## src/rtl/text_pkg.sv

```systemverilog
// rtl/text_pkg.sv - shared types and constants for the text line overlay
package text_pkg;

    typedef enum logic [1:0] {
        CMD_WRITE     = 2'b00,
        CMD_BACKSPACE = 2'b01,
        CMD_CLEAR     = 2'b10,
        CMD_SETCUR    = 2'b11
    } cmd_op_t;

    typedef enum logic {
        ST_IDLE  = 1'b0,
        ST_CLEAR = 1'b1
    } state_t;

    localparam logic [7:0] CHAR_SPACE = 8'h20;
    localparam int         GLYPH_W    = 5;
    localparam int         GLYPH_H    = 8;
    localparam int         CELL_W     = 6;

endpackage

```

## src/rtl/char_glyph_rom.sv

```systemverilog
// rtl/char_glyph_rom.sv - combinational 5x8 glyph lookup, x=0 is the leftmost column
module char_glyph_rom (
    input  logic [7:0] code,
    input  logic [2:0] x,
    input  logic [2:0] y,
    output logic       pixel
);

    logic [39:0] w_glyph;
    logic [4:0]  w_row;
    logic [4:0]  w_sh;

    // Rows packed top (y=0) in the high bits; unknown codes render blank.
    always_comb begin
        w_glyph = '0;
        case (code)
            8'h30: w_glyph = {5'b01110, 5'b10001, 5'b10011, 5'b10101,
                              5'b11001, 5'b10001, 5'b01110, 5'b00000};
            8'h31: w_glyph = {5'b00100, 5'b01100, 5'b00100, 5'b00100,
                              5'b00100, 5'b00100, 5'b01110, 5'b00000};
            8'h41: w_glyph = {5'b01110, 5'b10001, 5'b10001, 5'b11111,
                              5'b10001, 5'b10001, 5'b10001, 5'b00000};
            default: w_glyph = '0;
        endcase
        w_row = 5'(w_glyph >> (6'd35 - 6'(y) * 6'd5));
        w_sh  = w_row << x;
        pixel = (x < 3'd5) && w_sh[4];
    end

endmodule

```

## src/rtl/text_line_ctrl.sv

```systemverilog
// rtl/text_line_ctrl.sv - editable N-char text line with cursor; TEXT_CURSOR_BLINK_EN adds a blinking underline
module text_line_ctrl
    import text_pkg::*;
#(
    parameter int         N_CHARS      = 8,
    parameter int         SCALE_LOG2   = 2,
    parameter logic [8:0] X_LOC        = 9'd40,
    parameter logic [7:0] Y_LOC        = 8'd100,
    parameter int         BLINK_FRAMES = 30
) (
    input  logic                       clk,
    input  logic                       rst_n,
    input  logic [8:0]                 hc_visible,
    input  logic [7:0]                 vc_visible,
    input  logic                       cmd_valid,
    output logic                       cmd_ready,
    input  logic [1:0]                 cmd_op,
    input  logic [7:0]                 cmd_data,
    output logic [$clog2(N_CHARS)-1:0] cursor_pos,
    output logic                       busy,
    output logic                       in_square,
    output logic                       in_character
);

    localparam int CW    = $clog2(N_CHARS);
    localparam int SCALE = 1 << SCALE_LOG2;
    localparam logic [9:0] BX0 = 10'(X_LOC);
    localparam logic [9:0] BX1 = 10'(int'(X_LOC) + (CELL_W * N_CHARS + 2) * SCALE - 1);
    localparam logic [9:0] BY0 = 10'(Y_LOC);
    localparam logic [9:0] BY1 = 10'(int'(Y_LOC) + (GLYPH_H + 2) * SCALE - 1);
    localparam logic [9:0] TX0 = 10'(int'(X_LOC) + SCALE);
    localparam logic [9:0] TX1 = 10'(int'(X_LOC) + SCALE + CELL_W * N_CHARS * SCALE - 1);
    localparam logic [9:0] TY0 = 10'(int'(Y_LOC) + SCALE);
    localparam logic [9:0] TY1 = 10'(int'(Y_LOC) + SCALE + GLYPH_H * SCALE - 1);
    localparam logic [SCALE_LOG2-1:0] SUB_MAX = '1;

    state_t          r_state;
    logic [CW-1:0]   r_cursor;
    logic [CW-1:0]   r_idx;
    logic [7:0]      r_buf [N_CHARS];
    cmd_op_t         w_op;

    assign w_op       = cmd_op_t'(cmd_op);
    assign cmd_ready  = (r_state == ST_IDLE);
    assign busy       = (r_state == ST_CLEAR);
    assign cursor_pos = r_cursor;

    always_ff @(posedge clk or negedge rst_n) begin
        if (!rst_n) begin
            r_state  <= ST_IDLE;
            r_cursor <= '0;
            r_idx    <= '0;
            for (int i = 0; i < N_CHARS; i++) r_buf[i] <= CHAR_SPACE;
        end else begin
            case (r_state)
                ST_IDLE: begin
                    if (cmd_valid) begin
                        case (w_op)
                            CMD_WRITE: begin
                                r_buf[r_cursor] <= cmd_data;
                                r_cursor        <= r_cursor + 1'b1;
                            end
                            CMD_BACKSPACE: begin
                                if (r_cursor != '0) begin
                                    r_cursor               <= r_cursor - 1'b1;
                                    r_buf[r_cursor - 1'b1] <= CHAR_SPACE;
                                end
                            end
                            CMD_CLEAR: begin
                                r_state <= ST_CLEAR;
                                r_idx   <= '0;
                            end
                            CMD_SETCUR: begin
                                r_cursor <= (cmd_data >= 8'(N_CHARS - 1)) ? CW'(N_CHARS - 1)
                                                                          : cmd_data[CW-1:0];
                            end
                        endcase
                    end
                end
                ST_CLEAR: begin
                    r_buf[r_idx] <= CHAR_SPACE;
                    r_idx        <= r_idx + 1'b1;
                    if (r_idx == CW'(N_CHARS - 1)) begin
                        r_cursor <= '0;
                        r_state  <= ST_IDLE;
                    end
                end
            endcase
        end
    end

    logic [9:0]            w_hc;
    logic [9:0]            w_vc;
    logic                  w_box;
    logic                  w_in_text;
    logic [2:0]            w_row;
    logic                  w_pix;
    logic                  w_uline;
    logic [SCALE_LOG2-1:0] r_sub;
    logic [2:0]            r_col;
    logic [CW-1:0]         r_cell;

    assign w_hc      = {1'b0, hc_visible};
    assign w_vc      = {2'b0, vc_visible};
    assign w_box     = (w_hc >= BX0) && (w_hc <= BX1) && (w_vc >= BY0) && (w_vc <= BY1);
    assign w_in_text = (w_hc >= TX0) && (w_hc <= TX1) && (w_vc >= TY0) && (w_vc <= TY1);
    assign w_row     = 3'((w_vc - TY0) >> SCALE_LOG2);

    // Counters describe the pixel currently on hc_visible, so they step after it is used.
    always_ff @(posedge clk or negedge rst_n) begin
        if (!rst_n) begin
            r_sub  <= '0;
            r_col  <= '0;
            r_cell <= '0;
        end else if (!w_in_text) begin
            r_sub  <= '0;
            r_col  <= '0;
            r_cell <= '0;
        end else if (r_sub == SUB_MAX) begin
            r_sub <= '0;
            if (r_col == 3'(CELL_W - 1)) begin
                r_col  <= '0;
                r_cell <= r_cell + 1'b1;
            end else begin
                r_col <= r_col + 1'b1;
            end
        end else begin
            r_sub <= r_sub + 1'b1;
        end
    end

    char_glyph_rom u_rom (
        .code  (r_buf[r_cell]),
        .x     (r_col),
        .y     (w_row),
        .pixel (w_pix)
    );

`ifdef TEXT_CURSOR_BLINK_EN
    localparam int FW = (BLINK_FRAMES > 1) ? $clog2(BLINK_FRAMES) : 1;
    logic          r_vc_nz;
    logic          r_blink;
    logic [FW-1:0] r_frame;
    logic          w_frame_tick;

    assign w_frame_tick = (vc_visible == 8'd0) && r_vc_nz;

    always_ff @(posedge clk or negedge rst_n) begin
        if (!rst_n) begin
            r_vc_nz <= 1'b0;
            r_blink <= 1'b0;
            r_frame <= '0;
        end else begin
            r_vc_nz <= (vc_visible != 8'd0);
            if (w_frame_tick) begin
                if (r_frame == FW'(BLINK_FRAMES - 1)) begin
                    r_frame <= '0;
                    r_blink <= ~r_blink;
                end else begin
                    r_frame <= r_frame + 1'b1;
                end
            end
        end
    end

    assign w_uline = r_blink && (w_row == 3'd7) && (r_cell == r_cursor) && (r_col < 3'(GLYPH_W));
`else
    assign w_uline = 1'b0;
`endif

    always_ff @(posedge clk or negedge rst_n) begin
        if (!rst_n) begin
            in_square    <= 1'b0;
            in_character <= 1'b0;
        end else begin
            in_square    <= w_box;
            in_character <= w_in_text && (w_pix || w_uline);
        end
    end

endmodule

```

## config.mk

```make
export PLATFORM = sky130hd
export DESIGN_NAME = text_line_ctrl
export DESIGN_NICKNAME = d
export VERILOG_FILES = /design/src/rtl/text_pkg.sv /design/src/rtl/char_glyph_rom.sv /design/src/rtl/text_line_ctrl.sv
export SDC_FILE = /design/constraint.sdc
export NUM_CORES = 1
export LEC_CHECK = 0
export ABC_AREA = 1
export BUFFER_PORTS_ARGS = -buffer_cell sky130_fd_sc_hd__buf_2
export CAP_MARGIN = 10
export CORE_UTILIZATION = 35
export CTS_BUF_LIST = sky130_fd_sc_hd__clkbuf_16
export CTS_CLUSTER_SIZE = 8
export DETAILED_ROUTE_END_ITERATION = 8
export SYNTH_ARGS = -nofsm -noshare
export SYNTH_HDL_FRONTEND = slang
export SYNTH_SLANG_ARGS = --single-unit
```

## constraint.sdc

```tcl
create_clock -name clk -period 2.8 [get_ports clk]
set_input_delay 0.84 -clock clk [delete_from_list [all_inputs] [get_ports clk]]
set_output_delay 0.84 -clock clk [all_outputs]
set_load 0.02 [all_outputs]
```

; Word level (Yosys, flattened, before mapping)
; Cells that the tools add are included.
[classes]
n_lt_le_gt_ge = 17
shifts = 2
bitwise = 11
n_eq_ne = 17
mul = 1
mux = 36
n_reduce_logical = 17
add_sub_neg = 8
[ops]
columns = operator, count
row1 = $pmux W64 S2, 2
row2 = $mux W64, 2
row3 = $pmux W39 S3, 1
row4 = $and A56 B56 Y56, 2
row5 = $not A56 Y56, 2
row6 = $demux W8 S3, 3
row7 = $bwmux W64, 1
row8 = $mux W8, 5
row9 = $shr A39 B6 Y5, 1
row10 = $mux W3, 12
row11 = $bmux W8 S3, 1
row12 = $ge A9 B6 Y1 const B, 2
row13 = $le A9 B8 Y1 const B, 2
row14 = $eq A8 B6 Y1 const B, 2
row15 = $ge A4 B4 Y1 const B, 4
row16 = $ge A8 B7 Y1 const B, 2
row17 = $le A8 B8 Y1 const B, 2
row18 = $not A3 Y4, 4
row19 = $or A8 B8 Y8, 2
row20 = $add A3 B1 Y3 const B, 4
row21 = $lt A4 B1 Y1 const B, 3
row22 = $pmux W3 S2, 2
row23 = $logic_and A1 B1 Y1, 11
row24 = $pmux W3 S3, 1
row25 = other kinds (26), 36
[word_totals]
input_bits = 30
regBits = 81
out_inout_bits = 7
wordCells = 125

; Longest topological paths before layout
; Gate-level depths: netlist (run 1).
[depth]
depth_word = 12
ltp_mapped = 25
depth_no_buf = 24

; Modules after synthesis
; A second synthesis (run 1) with hierarchy kept.
[unflattened]
hier_cells = 1131
hier_area_um2 = 7063.0
[modules_own_cells]
columns = module, area_per_inst_um2, instances, seq_area_each_um2, cells_each
row1 = text_line_ctrl, 5838.1, 1, 2037.0, 888
row2 = char_glyph_rom, 1224.9, 1, 0.0, 243

; Least setup slack after synthesis (run 1)
; No wires, ideal clock.
[synth_path]
path_type = in2reg
startpoint = input vc_visible[3]
endpoint = register in_character
t_required_ns = 2.681
setup_time_ns = 0.119
slack_ns = -0.974
path_buffers = 4
t_arrival_ns = 3.655
cell_stages = 23
cell_sequence = buf_2 > buf_1 > nand2_1 > nand2_1 > ha_1 > clkbuf_1 > inv_1 > buf_2 > ha_1 > o21bai_1 > xor2_1 > inv_1 > nor2_1 > a21boi_0 > nand2_1 > nand3_1 > nand2_1 > nand2_1 > nand2_1 > nand2_1 > nand2_1 > nand2_1 > a21oi_2
[synth_between]
elab_chain_cells = 7
elab_cells_between_ends = 11
cone_classes = add/sub (2) / mul (1) / order compare (2) / shift (2) / reduce/logical (4)
[synth_lines]
columns = item, line_no
row1 = from (decl), text_line_ctrl.sv:14  ; input logic [7:0] vc_visible,
row2 = $sub A5 B4 Y5, text_line_ctrl.sv:107  ; assign w_row = 3'((w_vc - TY0) >> SCALE_LOG2);
row3 = $mul A3 B3 Y6, char_glyph_rom.sv:25  ; w_row = 5'(w_glyph >> (6'd35 - 6'(y) * 6'd5));
row4 = $sub A6 B6 Y6, char_glyph_rom.sv:25
row5 = $shr A39 B6 Y5, char_glyph_rom.sv:25
row6 = $shl A5 B3 Y5, char_glyph_rom.sv:26  ; w_sh = w_row << x;
row7 = $logic_and A1 B1 Y1, char_glyph_rom.sv:27  ; pixel = (x < 3'd5) && w_sh[4];
row8 = $logic_and A1 B1 Y1 *, text_line_ctrl.sv:177  ; in_character <= w_in_text && (w_pix || w_uline);
row9 = to (signal assigned), text_line_ctrl.sv:177
row10 = to (decl), text_line_ctrl.sv:22  ; output logic in_character
; Mark *: on every way between the ends. The rest lies on a longest branch, timed or not.
; A chain may end at the register's enable or synchronous reset.

; Final worst setup path (run 1)
; Ends and elaborated chain as after synthesis.

==> results.ini, run 1 <==
[status]
status=complete, no violations

[yosys]
async_flop_share_pct=100.0
syn_inst=935
yosysMostFrequentCell=nand2_1
netlist.area_leader.share_pct=29.99
yosysWarnings=0
synth-main-ff-cell=dfrtp_1
synthDistinctLibCells=43
synth_edf_count=0
ys_ff_latch=81
ys_top_cells_by_count=nand2_1 (289), inv_1 (120), nand3_1 (89), o21ai_0 (89), dfrtp_1 (73)
syn_area_per_cell_um2=6.514
synth_nets=978
yosysTopAreaCell=dfrtp_1
yosysSeqAreaShare_pct=33.44
synth.area.top_cells=dfrtp_1 (30%), nand2_1 (18%), inv_1 (7.4%), nand3_1 (7.3%), o21ai_0 (7.3%)
netlist_area_um2=6091

[placement]
dp_cells=1203
gp_congestion=0.9122
dp.final_hpwl_um=13360
dpl_cell_area_um2=6818
port_buffers=32

[timing]
slew_violations=0
slew_headroom_pct=58.97
rsz0062_at_grt=true
finalCriticalPeriod_ns=2.710
finalSetupTns_ns=0
setup_violations=0
worstMarginPinSlew_ns=0.6155
timing.final.crit_share_pct=96.77
fin_skew_ns=0.01239
hold_viol_final=0
fmax_mhz=369.1

[grt]
groute.usage.overall_pct=21.76
grt-ovfl-total=0
grt_max_degree=58
grt_pass1_vias=6080
antenna_found_initial=0
grt_pass1_wl_um=30880

[route]
vias=6497
drc_errors=0
ant_nets=0
drt_pass1_iterations=6
via_per_inst=5.325
drt_wl_total_um=18860
drtIter0Drc=762
drt-wirelength-per-cell_um=15.46

[cells_and_area]
final_layout_size_suffix_gt1_share_pct=15.40
final_cells=1220
final_area_um2=7274
nets=1038
areaGrowthSynthToFinish_pct=19.43
antenna_cells=0

[clock_network]
clkTransAtPathRegs_ns=0.07
numCtsBuffers=9
worstSkewPairLatency_ns=0.36
cts_buffer_depth=2
cts.sinks=81
post_cts_buffers=0
htreeDepth=3
cts_root_buf=clkbuf_16
cts_tree=built
cts_hold_buf=0

[die]
die_w_um=133.9
ioPinCount=37
num_rows=47
die-area_um2=17930
coreArea_um2=16760
initial_core_util_pct=36.34
die_y_um=133.9

[critical_path]
crit_start=vc_visible[3]
cp-end-kind=flop
reg2reg_from=r_cell[0]
worstPathMaxFanout=4
worstPathRequired_ns=3.04
cp.arrival_ns=2.95
startpoint_type=input pin
critical_path_class=input pin to flop

[job]
maxCapViolCount=0

[worst_hold_path]
hold_path_class=input pin to async pin

[power]
power_density_nw_per_um2=885.9
vdd_drop_max_uv=449.2
p_leak_uw=0.003472

-- final timing paths --
check	slack, ns	to	cells past startpoint
max in group asynchronous	1.86	r_cell[0]	2
setup / recovery	0.09	in_character	21
hold reg to reg	0.43	r_sub[0]	1
setup reg to reg	0.16	in_character	23
min in group clk	0.43	r_sub[0]	1
hold / removal	0.33	cursor_pos[0]	1
-- flip-flops by register name, summed over array words and instances (netlist names) --
signal,count
r_sub,2
in_character,1
cursor_pos,3
r_cell,3
r_buf,64
busy,1
r_idx,3
in_square,1
r_col,3
-- power breakdown --
| group | total (uW) | switching, uW | internal, uW | leakage, uW |
|---|---|---|---|---|
| clock network | 1220 | 585 | 631 | 0.000143 |
| logic | 3360 | 2250 | 1110 | 0.00225 |
| registers | 1870 | 228 | 1650 | 0.00108 |
| total | 6440 | 3060 | 3380 | 0.00347 |
-- what timing repair did --
| item | 4_1_cts | 5_1_grt |
|---|---|---|
| cloned | 0 | 1 |
| endpoints found under the setup margin | 1 | 1 |
| pin swaps | 1 | 11 |
| resized for setup | 0 | 34 |
-- critical path, cell delays in order --
cell      delay [ns]
buf_4           0.11
clkinv_2        0.06
nand2_2         0.07
nand2_2         0.07
ha_4            0.27
inv_4           0.04
ha_4            0.14
o21bai_1        0.15
xor2_1          0.26
inv_1           0.13
buf_4           0.16
nor2_2          0.10
nand2_1         0.06
nand3_1         0.12
nand2_1         0.06
nand2_1         0.05
nand2_1         0.04
nand2_1         0.05
nand2_1         0.04
nand2_1         0.07
a21oi_2         0.03
-- cell usage in the layout, fill, tap and decap left out, drive strengths merged --
| master | Yosys | routed |
|---|---|---|
| clkbuf | 12 | 10 |
| dfrtp | 73 | 73 |
| nor2 | 44 | 44 |
| a2111oi | 2 | 2 |
| o32ai | 1 | 1 |
| inv | 122 | 128 |
| a22oi | 8 | 8 |
| nor3b | 1 | 1 |
| o211ai | 8 | 8 |
| buf | 23 | 83 |
| dfstp | 8 | 8 |
| o21ai | 94 | 94 |
| a211oi | 1 | 1 |
| nand4 | 5 | 5 |
| a22o | 1 | 1 |
| nand3b | 1 | 1 |
| a31oi | 5 | 5 |
| and2 | 1 | 1 |
| nor3 | 17 | 17 |
| nand3 | 93 | 93 |
| a221oi | 1 | 1 |
| nand2 | 298 | 298 |
| xnor2 | 1 | 1 |
| clkinv | 9 | 9 |
| ha | 13 | 13 |
| o22ai | 60 | 60 |
| o21bai | 1 | 1 |
| a21o | 1 | 1 |
| a21oi | 25 | 25 |
| clkinvlp | 0 | 1 |
| a21boi | 2 | 2 |
| xor2 | 4 | 4 |
-- stage by stage --
| stage | setup WS [ns] | util, % | total power [uW] | hold WS [ns] |
|---|---|---|---|---|
| CTS | 0.01243 | 42.43 | 6327 | 0.3297 |
| floorplan | -0.5236 | - | 4127 | 0.4150 |
| finish | 0.09041 | 43.40 | 6444 | 0.3315 |
| global placement | -0.3360 | 40.68 | 5045 | 0.4285 |
| detailed placement | -0.3503 | 40.68 | 5089 | 0.4351 |
| global route | -0.03017 | 43.40 | 6989 | 0.3325 |
-- metal layers --
| layer | share of wire [%] | up-vias | global-route usage [%] | wire (um) |
|---|---|---|---|---|
| li1 | - | 3222 | - | - |
| met1 | 49 | 3028 | 31.34 | 9248 |
| met2 | 43 | 218 | 32.70 | 8036 |
| met3 | 6.1 | 29 | 3.590 | 1153 |
| met4 | 2.2 | 0 | 7.576 | 423 |
| met5 | 0 | - | 0 | 0 |
-- cells by family after synthesis --
family / Yosys count / synth area share, %
AOI/OAI and AO/OA: 210 / 19.89
buffers and inverters: 166 / 11.05
adders and majority gates: 13 / 2.671
xor gates and xnor gates: 5 / 0.7189
DFF: 81 / 33.44
and+or+nand+nor: 460 / 32.23
-- area by class of cell --
cell class                      count  area (um^2)
Fill cell                        1777         9485
Clock buffer                        9        225.2
Clock inverter                      7        67.56
Timing Repair Buffer               84        646.9
Multi-Input combinational cell    688         3521
Tap cell                          220        275.3
Inverter                          131        500.5
Sequential cell                    81         2038
Power figures use the tool's default switching activity.
==> run 2: changes to the inputs <==
--- a/config.mk
+++ b/config.mk
@@ -12,6 +12,9 @@
 export CTS_BUF_LIST = sky130_fd_sc_hd__clkbuf_16
 export CTS_CLUSTER_SIZE = 8
 export DETAILED_ROUTE_END_ITERATION = 8
+export REMOVE_ABC_BUFFERS = 1
+export SLEW_MARGIN = 30
 export SYNTH_ARGS = -nofsm -noshare
 export SYNTH_HDL_FRONTEND = slang
+export SYNTH_HIERARCHICAL = 1
 export SYNTH_SLANG_ARGS = --single-unit
==> results.ini, run 2 <==
[status]
status=finished with violations
violations=negative setup slack

[route]
drt-wirelength-per-cell_um=15.03  ; -2.8%
wl_met1_um=9958  ; +7.7%
wl_met2_um=10430  ; +30%
ant_nets=0  ; unchanged
vias=7577  ; +17%
drc_errors=0  ; unchanged
drt_wl_total_um=22090  ; +17%
drtIter0Drc=564  ; -26%
drt_pass1_iterations=6  ; unchanged
highest_layer=met4
via_per_inst=5.154  ; -3.2%
wl_met3_um=1100  ; -4.6%

[cells_and_area]
layout_common_cells=nand2_1 (427), nor2_1 (124), inv_1 (73), dfrtp_1 (72), nand4_1 (70)
areaGrowthSynthToFinish_pct=18.67
nets=1245  ; +20%
largest-register=r_buf
final_util_pct=42.79  ; -0.62 points
largest_reg_flops=64  ; unchanged
antenna_cells=0  ; unchanged
final_layout_size_suffix_gt1_share_pct=20.50  ; +5.1 points
final_cells=1470  ; +20%
final_common_cell=nand2_1

[clock_network]
cts_root_buf=clkbuf_16
numCtsBuffers=9  ; unchanged
cts_tree=built
cts.sinks=81  ; unchanged
cts_buffer_depth=2  ; unchanged
clkTransAtPathRegs_ns=0.06  ; about the same
htreeDepth=3  ; unchanged
worstSkewPairLatency_ns=0.35  ; about the same

[yosys]
netlist_area_um2=7063  ; +16%
ys_top_cells_by_count=nand2_1 (442), nor2_1 (126), inv_1 (76), dfrtp_1 (73), nand3_1 (73)
synthDistinctLibCells=46  ; +7.0%
async_flop_share_pct=100.0  ; unchanged
syn_inst=1131  ; +21%
synth.area.top_cells=dfrtp_1 (26%), nand2_1 (23%), nor2_1 (6.7%), nand4_1 (6.2%), nand3_1 (5.2%)
yosysSeqAreaShare_pct=28.84  ; -4.6 points
synth-main-ff-cell=dfrtp_1
netlist.area_leader.share_pct=25.86  ; -4.1 points
yosysMostFrequentCell=nand2_1
yosysWarnings=6  ; +6
ys_ff_latch=81  ; unchanged
syn_area_per_cell_um2=6.245  ; -4.1%
yosysTopAreaCell=dfrtp_1
synth_edf_count=0  ; unchanged

[worst_hold_path]
hold_path_class=flop to flop
holdPathStages=1
min_from=r_sub[0]
holdPathEnd=r_sub[0]

[timing]
finalCriticalPeriod_ns=2.987  ; +0.2774 ns
slew_headroom_pct=49.37  ; -9.6 points
fin_skew_ns=0.01134  ; -0.001050 ns
rsz0062_at_grt=true
hold_viol_final=0  ; unchanged
timing.final.crit_share_pct=106.7  ; +9.9 points
fin_hold_ws_ns=0.4462  ; +0.1147 ns
setup_violations=1  ; +1
slew_violations=0  ; unchanged
fmax_mhz=334.8  ; -9.3%
fin_ws_ns=-0.1870  ; -0.2774 ns
worstMarginPinSlew_ns=0.7594  ; +0.1439 ns

[critical_path]
cp.arrival_ns=3.27  ; +0.32 ns
crit_slowest_cell=dfrtp_2
max_stage_delay_ns=0.45  ; +0.18 ns
cp_common_cell=nand2_1
cp-end-kind=flop
rr_worst_depth=23  ; unchanged
worstPathCellList=clkinv_4 > buf_12 > buf_4 > o21ai_0 > a31oi_1 > inv_1 > nand2_1 > nor2_4 > nand2_4 > nand2_8 > buf_4 > nand3_1 > nand2_1 > nand2_1 > nand2_2 > nand3_2 > nand3_1 > nand3_1 > nand2_1 > inv_2 > a21oi_2 > inv_1 > nor2_1
crit_buf_inv=7  ; +2
reg2reg_from=r_cell[0]
critPathTopFamily=simple AND/OR/NAND/NOR gates
worstPathMaxFanout=8  ; +4
r2r_slack_ns=-0.19  ; -0.35 ns
critical_path_class=flop to flop
worstPathRequired_ns=3.08  ; +0.04 ns
worstReg2RegEnd=in_character
startpoint_type=flop

[placement]
port_buffers=34  ; +6.3%
dp_cells=1446  ; +20%
dp.final_hpwl_um=15200  ; +14%
gp_congestion=0.8781  ; -3.7%

[grt]
grt-ovfl-total=0  ; unchanged
antenna_found_initial=0  ; unchanged
grt_pass1_vias=6942  ; +14%
grt_max_degree=66  ; +14%
grt_pass1_wl_um=35120  ; +14%
groute.usage.overall_pct=21.69  ; -0.073 points

[die]
ioPinCount=37  ; unchanged
coreArea_um2=19590  ; +17%
initial_core_util_pct=36.05  ; -0.29 points
die_w_um=144.1  ; +7.6%
die-area_um2=20750  ; +16%
num_rows=51  ; +8.5%
die_y_um=144.1  ; +7.6%

[power]
vdd_drop_max_uv=681.2  ; +52%
power_density_nw_per_um2=805.2  ; -9.1%
total_power_uw=6749  ; +4.7%
p_leak_uw=0.004554  ; +31%

[job]
maxCapViolCount=0  ; unchanged

run 2: cell types whose count changed in the layout (fill, tap and decap cells not counted), moves of 7 or more:
cell / before / now
o22ai_1: 60 / 5
nand2_2: 15 / 33
buf_4: 46 / 62
nand2_1: 279 / 427
clkinv_1: 8 / 1
inv_2: 1 / 17
nor2_1: 37 / 124
nor3_1: 17 / 2
inv_1: 118 / 73
a22oi_1: 8 / 0
nand3_1: 84 / 66
nand3_2: 7 / 26
o21ai_0: 89 / 43
nand4_1: 5 / 70
run 2: power breakdown:
part / leakage (uW) / internal, uW / switching (uW)
clock network: 0.000136 / 591 / 509
logic: 0.00334 / 1210 / 2470
registers: 0.00108 / 1590 / 380
total: 0.00455 / 3400 / 3350
run 2: timing repair:
| item | 4_1_cts | 5_1_grt |
|---|---|---|
| hold buffers | 0 | 0 |
| pin swaps | 1 | 18 |
| gates cloned | 0 | 3 |
| gates resized for setup | 4 | 46 |
| setup endpoints to repair | 1 | 1 |
| buffers inserted | 1 | 4 |
| endpoints found under the hold margin | 0 | 0 |
run 2: final cells by class:
class	count	area, um^2
multi-input combinational	906	4503
clock inverter	7	37.54
tap	265	331.6
sequential	81	2038
timing repair buffer	109	882.1
clock buffer	9	225.2
fill	2106	11210
inverter	93	364.1
run 2: metrics by stage:
stage	TNS (ns)	area [um^2]	setup WS [ns]
global route	-0.4448	8382	-0.4448
finish	-0.1870	8382	-0.1870
detailed placement	-0.3796	7851	-0.3796
floorplan	-21.66	6782	-0.7006
CTS	-0.1317	8128	-0.1317
global placement	-0.3548	7851	-0.3548
run 2: kinds of logic (layout without fill, tap and decap cells):
kind of cell / Yosys count / in the layout / synth area share [%]
buf+inv: 144 / 218 / 9.070
flops: 81 / 81 / 28.84
xor+xnor: 5 / 5 / 0.7265
compound gates: 114 / 114 / 9.052
simple gates: 772 / 772 / 49.55
fa+ha+maj: 15 / 15 / 2.764
run 2: layer usage:
metal  vias up  GRT usage [%]
li1       3813              -
met1      3509          28.82
met2       223          35.62
met3        32          2.185
met4         0          9.518
met5         -              0
run 2: worst max path at each step:
stage	startpoint	endpoint	slack [ns]	cells past startpoint
after global placement	vc_visible[4]	in_character	-0.35	17
after global routing	r_cell[0]	in_character	-0.44	24
after detailed placement	vc_visible[4]	in_character	-0.38	17
after CTS	r_cell[0]	in_character	-0.13	24
final	r_cell[0]	in_character	-0.19	23
after floorplan	vc_visible[4]	in_character	-0.70	16
